### config.mk
export PLATFORM = sky130hd
export DESIGN_NAME = a2d_spi_serf
export DESIGN_NICKNAME = d
export VERILOG_FILES = /design/src/rtl/a2d_pkg.sv /design/src/rtl/spi_edge_sync.sv /design/src/rtl/a2d_spi_serf.sv
export SDC_FILE = /design/constraint.sdc
export NUM_CORES = 1
export LEC_CHECK = 0
export BUFFER_PORTS_ARGS = -buffer_cell sky130_fd_sc_hd__buf_2
export CAP_MARGIN = 20
export CORE_MARGIN = 1.5
export CORE_UTILIZATION = 52
export DETAILED_ROUTE_END_ITERATION = 6
export PLACE_DENSITY = 0.85
export SYNTH_ARGS = -nofsm -noshare
export SYNTH_HDL_FRONTEND = slang
export SYNTH_SLANG_ARGS = --single-unit
### constraint.sdc
create_clock -name clk -period 2.8 [get_ports clk]
set_input_delay 0 -clock clk [delete_from_list [all_inputs] [get_ports clk]]
set_output_delay 0 -clock clk [all_outputs]
set_load 0.01 [all_outputs]
### src/rtl/a2d_pkg.sv
// Shared types and constants for the A2D SPI channel-read protocol.
package a2d_pkg;

  typedef enum logic [1:0] {
    WAIT_HI = 2'd0,
    IDLE    = 2'd1,
    ACTIVE  = 2'd2
  } serf_state_t;

  localparam logic [2:0] CH_LFT   = 3'd0;
  localparam logic [2:0] CH_RGHT  = 3'd4;
  localparam logic [2:0] CH_STEER = 3'd5;
  localparam logic [2:0] CH_BATT  = 3'd6;
  localparam int         FRAME_W  = 16;

  // Command frame a master sends to select channel ch.
  function automatic logic [15:0] a2d_cmd(input logic [2:0] ch);
    return {2'b00, ch, 11'h000};
  endfunction

endpackage

### src/rtl/spi_edge_sync.sv
// Multi-flop synchronizer for async SPI pins, plus an edge-detecting wrapper.
module spi_sync #(
  parameter int SYNC_STG = 2
) (
  input  logic clk,
  input  logic rst_n,
  input  logic async_in,
  output logic sync_out
);

  logic [SYNC_STG-1:0] stg_r;

  // Shift the async pin through the synchronizer chain.
  always_ff @(posedge clk) begin
    if (!rst_n) begin
      stg_r <= {SYNC_STG{1'b0}};
    end else begin
      stg_r <= {stg_r[SYNC_STG-2:0], async_in};
    end
  end

  assign sync_out = stg_r[SYNC_STG-1];

endmodule

module spi_edge_sync #(
  parameter int SYNC_STG = 2
) (
  input  logic clk,
  input  logic rst_n,
  input  logic async_in,
  output logic sync_out,
  output logic rise,
  output logic fall
);

  logic sync_s;
  logic prev_r;

  spi_sync #(.SYNC_STG(SYNC_STG)) u_sync (
    .clk      (clk),
    .rst_n    (rst_n),
    .async_in (async_in),
    .sync_out (sync_s)
  );

  // Delay the synced level by one clk for edge detection.
  always_ff @(posedge clk) begin
    if (!rst_n) begin
      prev_r <= 1'b0;
    end else begin
      prev_r <= sync_s;
    end
  end

  assign sync_out = sync_s;
  assign rise     = sync_s & ~prev_r;
  assign fall     = ~sync_s & prev_r;

endmodule

### src/rtl/a2d_spi_serf.sv
// SPI responder for the A2D channel-read protocol: latches a channel from a
// 16-bit command frame and returns that channel's result on the next frame.
module a2d_spi_serf
  import a2d_pkg::*;
#(
  parameter int NUM_CH   = 8,
  parameter int DATA_W   = 12,
  parameter int SYNC_STG = 2
) (
  input  logic                     clk,
  input  logic                     rst_n,
  input  logic                     SS_n,
  input  logic                     SCLK,
  input  logic                     MOSI,
  output logic                     MISO,
  input  logic [NUM_CH*DATA_W-1:0] ch_data,
  output logic [2:0]               cmd_ch,
  output logic                     cmd_vld,
  output logic                     frm_err,
  output logic                     busy
);

  serf_state_t          state_r;
  logic [4:0]           bit_cnt_r;
  logic [FRAME_W-1:0]   rx_shft_r;
  logic [FRAME_W-1:0]   tx_shft_r;
  logic                 miso_r;
  logic [2:0]           cmd_ch_r;
  logic                 cmd_vld_r;
  logic                 frm_err_r;
  logic                 busy_r;

  logic                 ss_n_s;
  logic                 ss_rise_s;
  logic                 ss_fall_s;
  logic                 sclk_s;
  logic                 sclk_rise_s;
  logic                 sclk_fall_s;
  logic                 mosi_s;
  logic [DATA_W-1:0]    sel_data_s;
  logic [FRAME_W-1:0]   tx_load_s;

  spi_edge_sync #(.SYNC_STG(SYNC_STG)) u_ss_sync (
    .clk      (clk),
    .rst_n    (rst_n),
    .async_in (SS_n),
    .sync_out (ss_n_s),
    .rise     (ss_rise_s),
    .fall     (ss_fall_s)
  );

  spi_edge_sync #(.SYNC_STG(SYNC_STG)) u_sclk_sync (
    .clk      (clk),
    .rst_n    (rst_n),
    .async_in (SCLK),
    .sync_out (sclk_s),
    .rise     (sclk_rise_s),
    .fall     (sclk_fall_s)
  );

  spi_sync #(.SYNC_STG(SYNC_STG)) u_mosi_sync (
    .clk      (clk),
    .rst_n    (rst_n),
    .async_in (MOSI),
    .sync_out (mosi_s)
  );

  // Select the latched channel's result; unpopulated channels read as zero.
  always_comb begin
    sel_data_s = {DATA_W{1'b0}};
    if (int'({29'd0, cmd_ch_r}) < NUM_CH) begin
      sel_data_s = ch_data[int'(cmd_ch_r)*DATA_W +: DATA_W];
    end else begin
      sel_data_s = {DATA_W{1'b0}};
    end
    tx_load_s = {{(FRAME_W-DATA_W){1'b0}}, sel_data_s};
  end

  // Frame FSM, shifters, bit counter and registered outputs.
  always_ff @(posedge clk) begin
    if (!rst_n) begin
      state_r   <= WAIT_HI;
      bit_cnt_r <= 5'd0;
      rx_shft_r <= {FRAME_W{1'b0}};
      tx_shft_r <= {FRAME_W{1'b0}};
      miso_r    <= 1'b0;
      cmd_ch_r  <= 3'd0;
      cmd_vld_r <= 1'b0;
      frm_err_r <= 1'b0;
      busy_r    <= 1'b0;
    end else begin
      cmd_vld_r <= 1'b0;
      frm_err_r <= 1'b0;
      case (state_r)
        // Reset may land mid-frame: hold off until the master deselects.
        WAIT_HI: begin
          miso_r <= 1'b0;
          busy_r <= 1'b0;
          if (ss_n_s) begin
            state_r <= IDLE;
          end else begin
            state_r <= WAIT_HI;
          end
        end
        IDLE: begin
          if (ss_fall_s) begin
            state_r   <= ACTIVE;
            busy_r    <= 1'b1;
            tx_shft_r <= tx_load_s;
            miso_r    <= tx_load_s[FRAME_W-1];
            bit_cnt_r <= 5'd0;
          end else begin
            miso_r <= 1'b0;
            busy_r <= 1'b0;
          end
        end
        ACTIVE: begin
          // Deselect has priority over any SCLK edge seen in the same clk.
          if (ss_rise_s) begin
            state_r <= IDLE;
            busy_r  <= 1'b0;
            miso_r  <= 1'b0;
            if (bit_cnt_r == 5'(FRAME_W)) begin
              cmd_ch_r  <= rx_shft_r[13:11];
              cmd_vld_r <= 1'b1;
            end else begin
              frm_err_r <= 1'b1;
            end
          end else if (sclk_rise_s) begin
            rx_shft_r <= {rx_shft_r[FRAME_W-2:0], mosi_s};
            if (bit_cnt_r != 5'd31) begin
              bit_cnt_r <= bit_cnt_r + 5'd1;
            end
          end else if (sclk_fall_s && (bit_cnt_r != 5'd0)) begin
            tx_shft_r <= {tx_shft_r[FRAME_W-2:0], 1'b0};
            miso_r    <= tx_shft_r[FRAME_W-2];
          end
        end
        default: begin
          state_r <= WAIT_HI;
          miso_r  <= 1'b0;
          busy_r  <= 1'b0;
        end
      endcase
    end
  end

  assign MISO    = miso_r;
  assign cmd_ch  = cmd_ch_r;
  assign cmd_vld = cmd_vld_r;
  assign frm_err = frm_err_r;
  assign busy    = busy_r;

endmodule

==> impl_metrics.py <==
metrics = {
    "timing": {
        "tns_ns": 0,
        "hold_viol_final": 0,
        "period_needed_ns": 2.042,
        "setup_viol": 0,
        "tightest_slew_ns": 0.7994,
        "max_freq_mhz": 489.6,
        "rsz0062_at_grt": "no",
        "slew_violations": 0,
        "holdWs_ns": 0.04094,
        "finalClockSkew_ns": 0.005525,
        "post-route-period-util_pct": 72.95,
        "max_slew_margin_pct": 46.51,
    },
    "route": {
        "vias": 2585,
        "post_drt_via_cell_ratio": 5.442,
        "wl_um": 6637,
        "drtPass1Iterations": 4,
        "drc": 0,
        "ant_nets": 0,
        "drt_iter0_drc": 96,
        "wire_per_inst_um": 13.97,
    },
    "worst_setup_path": {
        "cp-start-kind": "flop",
        "crit_slowest_cell": "nor2_1",
        "endpoint_kind": "flop",
        "crit_fanout": 12,
        "cp_slowest_stage_delay_ns": 0.64,
        "crit_chain": "inv_1 -> ha_1 -> nand2b_1 -> o311ai_2 -> nor2_1 -> nor2_1 -> o2bb2ai_1",
        "crit_arrival_ns": 2.27,
        "crit_top_cell": "nor2_1",
        "critPathKind": "flop to flop",
        "crit_required_ns": 3.03,
    },
    "power": {
        "clkPwrFrac_pct": 32.7,
        "p_leak_nw": 1.335,
        "p_switching_mw": 0.2878,
        "share_comb_of_total_power_pct": 10.9,
        "seqPwrFrac_pct": 56.4,
        "ir_drop_mv": 0.3637,
        "p_int_mw": 1.018,
        "p_sw_share_pct": 22.04,
        "power_density_nw_per_um2": 386.5,
    },
    "clocking": {
        "cts_max_path_buffers": 2,
        "insertion_delay_ns": 0.30,
        "cts_tree": "yes",
        "path_clk_slew_ns": 0.09,
        "htreeDepth": 2,
        "cts_resized": 0,
        "cts.sinks": 51,
        "postCtsSetupBuffers": 0,
        "numCtsBuffers": 5,
        "cts_root_buf": "clkbuf_8",
    },
    "grt": {
        "grt_first_pass_wirelength_um": 9922,
        "grt_overflow_total": 0,
        "grt_use_total_pct": 23.08,
        "grt_pass1_vias": 2281,
        "grt_max_degree": 29,
        "antenna_found_initial": 0,
    },
    "finish": {
        "drive_above_1_share_pct": 31.36,
        "n_fill_cell": 401,
        "multi_input_area_um2": 1562,
        "syn_to_final_growth_pct": 25.51,
        "fin_nets": 508,
        "n_antenna_cell": 0,
        "regArea_um2": 1021,
    },
    "die": {
        "die_area_um2": 5619,
        "die_w_um": 74.96,
        "initial_core_util_pct": 53.40,
        "top_level_ports": 108,
        "rows": 26,
        "core_area_um2": 5042,
        "fp.dieH_um": 74.96,
    },
    "yosys": {
        "netlist_area_um2": 2693,
        "ys_ff_latch": 51,
        "ys_seq_area_share_pct": 37.92,
        "netlist_instances": 304,
        "syn_nets": 408,
        "synth_warnings": 0,
        "syn_area_per_cell_um2": 8.857,
        "yosysUniqueCellTypes": 33,
    },
    "run": {
        "cap_violations": 0,
    },
    "place": {
        "dp_hpwl_um": 5128,
        "port_buffers": 107,
        "gp_congestion": 0.8026,
    },
    "min_path": {
        "hp-class": "primary input to flop",
    },
    "run_status": {
        "status": "completed",
    },
}
==> flip-flops by register name (all words and copies together), names as in the netlist <==
register	count
MISO	1
u_mosi_sync.stg_r	2
state_r	2
u_ss_sync.prev_r	1
cmd_ch	3
u_sclk_sync.u_sync.stg_r	2
rx_shft_r	14
cmd_vld	1
u_ss_sync.u_sync.stg_r	2
u_sclk_sync.prev_r	1
busy	1
frm_err	1
bit_cnt_r	5
tx_shft_r	15
==> Yosys cell counts, drive strengths merged <==
master	instances	area [um2]
nand3	4	20.02
dfxtp	51	1021
a21oi	26	133.9
inv	7	26.27
or3b	1	8.760
and2b	1	7.510
nor4b	2	38.78
and3	1	6.260
nand3b	2	15.01
clkbuf	12	45.04
o21ai	13	65.06
mux2i	51	510.5
o22a	1	8.760
and2	9	56.30
ha	3	37.54
o311ai	1	16.27
o21a	1	7.510
o32ai	1	8.760
nor2	17	63.81
or3	13	81.33
or2	1	6.260
mux4	2	45.04
o22ai	21	131.4
o2bb2ai	12	105.1
buf	8	38.78
o21bai	1	7.510
nand2b	6	45.04
nand2	36	135.1
==> area by class of cell <==
| type | count | share of cell area (%) |
|---|---|---|
| multi-input combinational | 226 | 46.21 |
| sequential | 51 | 30.21 |
| timing repair buffer | 113 | 17.40 |
| tap | 70 | 2.592 |
| clock buffer | 7 | 2.555 |
| inverter | 7 | 0.7775 |
| clock inverter | 1 | 0.2592 |
==> power by group through the flow <==
stage | logic [mW] | clock network (mW) | registers, mW
6_report | 0.142 | 0.428 | 0.736
5_1_grt | 0.158 | 0.462 | 0.737
2_1_floorplan | 0.0591 | 0 | 0.752
4_1_cts | 0.142 | 0.433 | 0.736
3_5_place_dp | 0.138 | 0 | 0.753
3_3_place_gp | 0.134 | 0 | 0.753
==> critical path, delay by kind of cell (launching register included) <==
kind,cells,cell delay [ns]
and+or+nand+nor,3,0.84
AOI/OAI and AO/OA,2,0.57
DFF,1,0.34
adders and majority gates,1,0.14
buffers and inverters,1,0.08
==> stage by stage <==
stage	power (mW)	cells	utilization, %	setup WS (ns)	area (um2)
after floorplan	0.8114	304	-	1.072	2693
after global placement	0.8872	464	64.54	0.8369	3254
after detailed placement	0.8916	464	64.54	0.7749	3254
after CTS	1.311	475	67.02	0.7605	3379
after global routing	1.358	475	67.02	0.5247	3379
final	1.306	475	67.02	0.7575	3379
==> logic make-up (layout without fill, tap and decap cells) <==
| group | Yosys count | in the layout | synth area share, % |
|---|---|---|---|
| simple gates | 93 | 93 | 17.98 |
| compound gates | 77 | 77 | 17.98 |
| mux | 53 | 53 | 20.63 |
| flops | 51 | 51 | 37.92 |
| buf+inv | 27 | 128 | 4.089 |
| fa+ha+maj | 3 | 3 | 1.394 |
==> metal layers <==
layer	wire (um)	vias up	GRT usage [%]
met5	0	-	0
met4	118	0	11.11
met3	369	9	4.284
met2	3208	75	38.25
met1	2941	1207	28.94
li1	-	1294	-
==> path summary, 6_finish.rpt <==
kind,start,to,slack [ns],cells after the start
worst min register to register,u_sclk_sync.u_sync.stg_r[0],u_sclk_sync.u_sync.stg_r[1],0.44,1
worst min-delay path,rst_n,frm_err,0.04,3
worst max-delay path,bit_cnt_r[0],tx_shft_r[11],0.76,7
worst max register to register,bit_cnt_r[0],tx_shft_r[11],0.76,7
==> cells in the final DEF, fill, tap and decap left out, types with 2 or more instances in the layout <==
master / n
and2_1: 9
o21ai_0: 13
nand3b_1: 2
mux2i_1: 51
dfxtp_1: 51
nand2b_1: 5
nand2_1: 36
o2bb2ai_1: 12
inv_1: 6
o22ai_1: 21
mux4_2: 2
buf_2: 107
dlygate4sd3_1: 3
nor2_1: 17
ha_1: 3
buf_4: 3
nand3_1: 4
a21oi_1: 25
or3_1: 13
clkbuf_8: 6
==> repair_timing <==
| item | CTS | global route |
|---|---|---|
| hold endpoints to repair | 3 | 0 |
| setup endpoints to repair | 0 | 0 |
| hold buffers | 3 | 0 |
Power figures use the tool's default switching activity.
